--- src/rtl/dvp_pkg.sv ---
// Shared types and helpers for the DVP camera capture block.
package dvp_pkg;

  typedef enum logic [1:0] {
    IDLE = 2'd0,
    SKIP = 2'd1,
    WAIT = 2'd2,
    RUN  = 2'd3
  } dvp_state_t;

  localparam int CNT_W = 11;
  localparam logic [CNT_W-1:0] CNT_MAX = {CNT_W{1'b1}};
  localparam logic [CNT_W-1:0] CNT_ONE = {{(CNT_W-1){1'b0}}, 1'b1};

  // Geometry counters stick at all-ones so a runaway line never aliases to a legal length
  function automatic logic [CNT_W-1:0] sat_inc(input logic [CNT_W-1:0] v);
    return (v == CNT_MAX) ? v : v + CNT_ONE;
  endfunction

endpackage

--- src/rtl/dvp_byte_packer.sv ---
// Pairs consecutive camera bytes (high byte first) into one 16-bit pixel
// with a single-cycle strobe; holds the last pixel between strobes.
module dvp_byte_packer (
  input  logic        clk,
  input  logic        rst_n,
  input  logic        run,
  input  logic        href,
  input  logic [7:0]  data,
  output logic        de,
  output logic [15:0] pixel,
  output logic        odd_flag
);

  logic        phase_r;
  logic [7:0]  hi_byte_r;
  logic        de_r;
  logic [15:0] pixel_r;

  // Phase toggles per byte inside a line; the odd phase completes a pixel
  always_ff @(posedge clk) begin
    if (!rst_n) begin
      phase_r   <= 1'b0;
      hi_byte_r <= 8'd0;
      de_r      <= 1'b0;
      pixel_r   <= 16'd0;
    end else if (!run) begin
      phase_r   <= 1'b0;
      hi_byte_r <= 8'd0;
      de_r      <= 1'b0;
      pixel_r   <= 16'd0;
    end else if (href) begin
      phase_r <= ~phase_r;
      if (phase_r) begin
        de_r    <= 1'b1;
        pixel_r <= {hi_byte_r, data};
      end else begin
        de_r      <= 1'b0;
        hi_byte_r <= data;
      end
    end else begin
      phase_r <= 1'b0;
      de_r    <= 1'b0;
    end
  end

  assign de       = de_r;
  assign pixel    = pixel_r;
  assign odd_flag = phase_r;

endmodule

--- src/rtl/dvp_capture.sv ---
// DVP camera front end: discards settling frames after enable, forwards
// RGB565 pixels and flags line/frame geometry errors.
module dvp_capture
  import dvp_pkg::*;
#(
  parameter int H_DISP      = 1280,
  parameter int V_DISP      = 720,
  parameter int SKIP_FRAMES = 10
) (
  input  logic        cam_pclk,
  input  logic        rst_n,
  input  logic        en,
  input  logic        clr_err,
  input  logic        cam_vsync,
  input  logic        cam_href,
  input  logic [7:0]  cam_data,
  output logic        vi_clk,
  output logic        vi_vs,
  output logic        vi_de,
  output logic [15:0] vi_data,
  output logic        armed,
  output logic [15:0] frame_cnt,
  output logic        err_h,
  output logic        err_v,
  output logic        err_odd
);

  localparam logic [CNT_W-1:0] H_EXP  = CNT_W'(H_DISP);
  localparam logic [CNT_W-1:0] V_EXP  = CNT_W'(V_DISP);
  localparam logic [15:0]      SKIP_N = 16'(SKIP_FRAMES);

  dvp_state_t       state_r;
  logic             vsync_d1_r, vsync_d2_r, href_d1_r, href_d2_r;
  logic [7:0]       data_d1_r;
  logic [15:0]      skip_cnt_r, skip_next_s, frame_cnt_r;
  logic [CNT_W-1:0] pix_cnt_r, line_cnt_r, line_next_s;
  logic             armed_r, err_h_r, err_v_r, err_odd_r;
  logic             vs_rise_s, vs_fall_s, href_fall_s, run_s, pix_inc_s;
  logic             h_bad_s, v_bad_s, odd_bad_s;
  logic             pk_de_s, pk_odd_s;
  logic [15:0]      pk_pixel_s;

  // Input register stage plus a second VSYNC/HREF tap for edge detection
  always_ff @(posedge cam_pclk) begin
    if (!rst_n) begin
      vsync_d1_r <= 1'b0;
      vsync_d2_r <= 1'b0;
      href_d1_r  <= 1'b0;
      href_d2_r  <= 1'b0;
      data_d1_r  <= 8'd0;
    end else begin
      vsync_d1_r <= cam_vsync;
      vsync_d2_r <= vsync_d1_r;
      href_d1_r  <= cam_href;
      href_d2_r  <= href_d1_r;
      data_d1_r  <= cam_data;
    end
  end

  assign vs_rise_s   = vsync_d1_r & ~vsync_d2_r;
  assign vs_fall_s   = ~vsync_d1_r & vsync_d2_r;
  assign href_fall_s = ~href_d1_r & href_d2_r;
  assign run_s       = (state_r == RUN);
  // Counted on the same condition the packer emits on, so the count is complete at the HREF fall
  assign pix_inc_s   = run_s & href_d1_r & pk_odd_s;
  assign skip_next_s = skip_cnt_r + 16'd1;

  // Line count including a line that ends in the same cycle as the frame
  always_comb begin
    line_next_s = line_cnt_r;
    if (href_fall_s) begin
      line_next_s = sat_inc(line_cnt_r);
    end else begin
      line_next_s = line_cnt_r;
    end
  end

  assign h_bad_s   = run_s & href_fall_s & (pix_cnt_r != H_EXP);
  assign odd_bad_s = run_s & href_fall_s & pk_odd_s;
  assign v_bad_s   = run_s & vs_rise_s & (line_next_s != V_EXP);

  // Frame sequencing: settle, align to a frame start, then forward whole frames
  always_ff @(posedge cam_pclk) begin
    if (!rst_n) begin
      state_r     <= IDLE;
      skip_cnt_r  <= 16'd0;
      frame_cnt_r <= 16'd0;
      armed_r     <= 1'b0;
    end else begin
      case (state_r)
        IDLE: begin
          if (en) begin
            state_r    <= SKIP;
            skip_cnt_r <= 16'd0;
          end
        end
        SKIP: begin
          if (!en) begin
            state_r <= IDLE;
          end else if (vs_rise_s) begin
            skip_cnt_r <= skip_next_s;
            if (skip_next_s >= SKIP_N) begin
              state_r <= WAIT;
            end
          end
        end
        WAIT: begin
          if (!en) begin
            state_r <= IDLE;
          end else if (vs_fall_s) begin
            state_r <= RUN;
            armed_r <= 1'b1;
          end
        end
        RUN: begin
          if (vs_rise_s) begin
            frame_cnt_r <= frame_cnt_r + 16'd1;
            if (!en) begin
              state_r <= IDLE;
              armed_r <= 1'b0;
            end
          end
        end
        default: begin
          state_r <= IDLE;
          armed_r <= 1'b0;
        end
      endcase
    end
  end

  // Geometry counters, restarted at every frame start
  always_ff @(posedge cam_pclk) begin
    if (!rst_n) begin
      pix_cnt_r  <= {CNT_W{1'b0}};
      line_cnt_r <= {CNT_W{1'b0}};
    end else if (vs_fall_s) begin
      pix_cnt_r  <= {CNT_W{1'b0}};
      line_cnt_r <= {CNT_W{1'b0}};
    end else begin
      if (href_fall_s) begin
        pix_cnt_r <= {CNT_W{1'b0}};
      end else if (pix_inc_s) begin
        pix_cnt_r <= sat_inc(pix_cnt_r);
      end
      line_cnt_r <= line_next_s;
    end
  end

  // Sticky error flags; a new error outranks a clear in the same cycle
  always_ff @(posedge cam_pclk) begin
    if (!rst_n) begin
      err_h_r   <= 1'b0;
      err_v_r   <= 1'b0;
      err_odd_r <= 1'b0;
    end else begin
      err_h_r   <= h_bad_s   | (err_h_r   & ~clr_err);
      err_v_r   <= v_bad_s   | (err_v_r   & ~clr_err);
      err_odd_r <= odd_bad_s | (err_odd_r & ~clr_err);
    end
  end

  dvp_byte_packer u_packer (
    .clk      (cam_pclk),
    .rst_n    (rst_n),
    .run      (run_s),
    .href     (href_d1_r),
    .data     (data_d1_r),
    .de       (pk_de_s),
    .pixel    (pk_pixel_s),
    .odd_flag (pk_odd_s)
  );

  assign vi_clk    = cam_pclk;
  assign vi_vs     = vsync_d2_r & armed_r;
  assign vi_de     = pk_de_s;
  assign vi_data   = run_s ? pk_pixel_s : 16'd0;
  assign armed     = armed_r;
  assign frame_cnt = frame_cnt_r;
  assign err_h     = err_h_r;
  assign err_v     = err_v_r;
  assign err_odd   = err_odd_r;

endmodule

--- config.mk ---
export PLATFORM = sky130hd
export DESIGN_NAME = dvp_capture
export DESIGN_NICKNAME = d
export VERILOG_FILES = /design/src/rtl/dvp_pkg.sv /design/src/rtl/dvp_byte_packer.sv /design/src/rtl/dvp_capture.sv
export SDC_FILE = /design/constraint.sdc
export NUM_CORES = 1
export LEC_CHECK = 0
export BUFFER_PORTS_ARGS = -buffer_cell sky130_fd_sc_hd__buf_2
export CAP_MARGIN = 15
export CELL_PAD_IN_SITES_DETAIL_PLACEMENT = 1
export CELL_PAD_IN_SITES_GLOBAL_PLACEMENT = 2
export CORE_ASPECT_RATIO = 0.8
export CORE_MARGIN = 8
export CORE_UTILIZATION = 32
export DETAILED_ROUTE_END_ITERATION = 16
export GPL_ROUTABILITY_DRIVEN = 1
export HOLD_SLACK_MARGIN = 0.15
export PLACE_DENSITY = 0.84
export SLEW_MARGIN = 5
export SYNTH_ARGS = -nofsm -noshare
export SYNTH_HDL_FRONTEND = slang
export SYNTH_HIERARCHICAL = 1
export SYNTH_SLANG_ARGS = --single-unit
--- constraint.sdc ---
create_clock -name cam_pclk -period 2 [get_ports cam_pclk]
set_clock_uncertainty 0.2 [all_clocks]
set_input_delay 0.1 -clock cam_pclk [delete_from_list [all_inputs] [get_ports cam_pclk]]
set_output_delay 0.1 -clock cam_pclk [all_outputs]
set_load 0.02 [all_outputs]
==> run summary <==
status = finished, violations left
failing checks = setup timing
adder-cell share of the synthesized area = 1.82%
critical path's top delay family = simple AND/OR/NAND/NOR gates
Period Utilization, post-route = 108%
Syn Nets = 576
Met2 Wirelength = 6920 um
routed wl met3 = 498 um
count of cell types in the netlist = 65
Area growth, synth to finish = 35.4%
Yosys reg bits = 98
commonest non-fill, non-tap cell in the layout = dfxtp_1
crit path DAT = 2.35 ns
diode count = 0
met1 wire length = 6910 um
Post-synth EDFFs = 0
crit path max fanout = 4
Core ar. = 14,300 um^2
Syn. warnings = 6
Tmin final = 2.16 ns
# rows = 39
CP max stage delay = 0.34 ns
final wirelength = 14,500 um
Avg Cell Area, Syn = 8.41 um^2
Routed Antenna Nets = 0
dpl hpwl = 10,200 um
Slew HR = 63.7%
Die X = 151 um
post-synthesis sequential area ratio = 42.0%
Slowest-stage cell, CP = dfxtp_2
largest net degree at the start of global routing = 27
clk slew on worst S/H paths = 0.07 ns
worst-skew pair later-pin latency = 0.47 ns
initial antenna violation count = 0
Slew @ Worst Pin = 0.542 ns
CP Capture Type = register
Pwr per Cell Area = 690 nW/um^2
Buf/Inv on CP = 0
via count = 4,541
max cap viols = 0
post-synthesis cell count = 556
die height = 124 um
Simple-Gate Fraction of Synth Area = 30.5%
Vias per Instance = 5.18
share of cells above drive strength 1 = 30.4%
WS Path Type = reg2reg
Non-Filler Instances = 877
worst setup margin = -0.162 ns
synthesized area = 4670 um^2
top_reg_cell synth = dfxtp_1
# fillers = 1,700
most frequent cells in the layout = dfxtp_1 (82), nand2_1 (79), buf_4 (71)
drc violations = 0
DR iter-0 viols = 232
RSZ-0062 raised after global routing = yes
post-synthesis mux area share = 1.07%
CP required = 2.19 ns
overflow left after global routing = 0
vias in the first global route = 4,744
Fin. Hold Viols = 0
maximum clock rate = 0.463 GHz
Place WS = -0.0968 ns
CTS tree = done
uppermost layer routed = met4
CP Launch Type = register
placed cell count = 829
Starting Density = 32.7%
VDD IR-drop max = 0.676 mV
Port Buffer Count = 52
setup violators final = 2
# IOs = 53
full die area = 18,800 um^2
async set or reset register ratio after synthesis = 0%
count of pins over their slew limit = 0
Post-Synth XOR/XNOR Area = 5.81%
gr usage total = 16.0%
wire length per cell = 16.6 um
placer's final routability congestion estimate = 0.879
first-pass GRT wire length = 23,600 um
CP cell instances = ha_4, and3_4, or3_4, a221oi_2, nand4_1, o21ai_2, mux2i_1
largest family of logic cells by synthesized area = simple AND/OR/NAND/NOR gates
drt pass-1 iters = 4
Compound-Gate Fraction of Synth Area = 14.1%
Final nets = 708
worst min path class = reg2reg
leakage power figure = 2.57 nW
## logic make-up after synthesis
logic type | Yosys count
and+or+nand+nor | 271
muxes | 5
buffers and inverters | 45
xor gates and xnor gates | 31
AOI/OAI and AO/OA | 99
DFF | 98
adders and majority gates | 7
## metal layers
metal | vias to the layer above | GRT usage [%]
li1 | 2197 | -
met1 | 2255 | 19.7
met2 | 68 | 26.4
met3 | 21 | 4.10
met4 | 0 | 6.29
met5 | - | 0
## where the power goes
| part | total [mW] | switching [mW] | leakage (nW) | internal, mW |
|---|---|---|---|---|
| Clock | 2.02 | 0.897 | 0.171 | 1.13 |
| Combinational | 0.353 | 0.218 | 1.60 | 0.134 |
| Sequential | 1.99 | 0.0176 | 0.801 | 1.97 |
## final timing paths
check,startpoint,endpoint,slack (ns),cells after the start
min reg2reg,u_packer/pixel[4]$_SDFFE_PN0P_,u_packer/pixel[4]$_SDFFE_PN0P_,0.25,2
max,skip_cnt_r[0]$_SDFFE_PN0P_,state_r[0]$_SDFFE_PN0P_,-0.16,7
max reg2reg,skip_cnt_r[0]$_SDFFE_PN0P_,state_r[0]$_SDFFE_PN0P_,-0.16,7
min,u_packer/pixel[4]$_SDFFE_PN0P_,u_packer/pixel[4]$_SDFFE_PN0P_,0.25,2
## per-stage QoR
| step | util (%) | setup TNS, ns | hold slack (ns) | power (mW) | instance area [um^2] |
|---|---|---|---|---|---|
| after global routing | 44.3 | -0.525 | 0.267 | 4.54 | 6330 |
| after CTS | 43.2 | -0.240 | 0.259 | 4.40 | 6180 |
| after floorplan | - | -0.0155 | 0.0126 | 2.27 | 4710 |
| after global placement | 38.9 | -0.0915 | 0.0343 | 2.36 | 5560 |
| final | 44.3 | -0.313 | 0.253 | 4.37 | 6330 |
| after detailed placement | 38.9 | -0.217 | 0.0343 | 2.37 | 5560 |
## repair_timing
action | CTS | global route
hold endpoints to repair | 70 | 0
resized for setup | 5 | 33
pin swaps | 6 | 11
setup endpoints to repair | 4 | 31
hold buffers | 23 | 0
buffers inserted | 2 | 4
cloned | 0 | 0
## flip-flops by register name (all words and copies together) (netlist names)
name                flops
state_r                 2
vsync_d1_r              1
vsync_d2_r              1
err_odd                 1
err_v                   1
href_d1_r               1
err_h                   1
u_packer/pixel         16
armed                   1
data_d1_r               8
u_packer/de             1
frame_cnt              16
u_packer/odd_flag       1
skip_cnt_r             16
pix_cnt_r              11
u_packer/hi_byte_r      8
href_d2_r               1
line_cnt_r             11
## cell type report
cell class                      count  area (um^2)  share of cell area (%)
Inverter                           13         48.8                   0.771
Sequential cell                    98         1990                    31.4
Multi-Input combinational cell    413         2630                    41.6
Tap cell                          184          230                    3.64
Clock inverter                      6         50.0                   0.791
Clock buffer                       14          309                    4.88
Timing Repair Buffer              149         1070                    16.9
## cell usage after synthesis, types with 8 or more instances
| library cell | number | area (um^2) |
|---|---|---|
| dfxtp_1 | 98 | 1960 |
| a21oi_1 | 34 | 170 |
| clkbuf_1 | 15 | 56.3 |
| xor2_1 | 16 | 140 |
| nand4_1 | 10 | 62.6 |
| nor3_1 | 8 | 40.0 |
| and2_1 | 19 | 119 |
| nor2_1 | 59 | 221 |
| nand2_1 | 81 | 304 |
| xnor2_1 | 15 | 131 |
| buf_2 | 8 | 40.0 |
| a21oi_2 | 11 | 96.3 |
| and3_1 | 22 | 138 |
| inv_1 | 12 | 45.0 |
| o21ai_0 | 18 | 90.1 |
| nand3_1 | 22 | 110 |
## tightest hold or removal path, cell delays in order, from the launching register on
cell and delay (ns):
dfxtp_1 0.31, nand2_1 0.05, a21oi_1 0.05
Note: power is estimated with default switching activity, not from simulation.
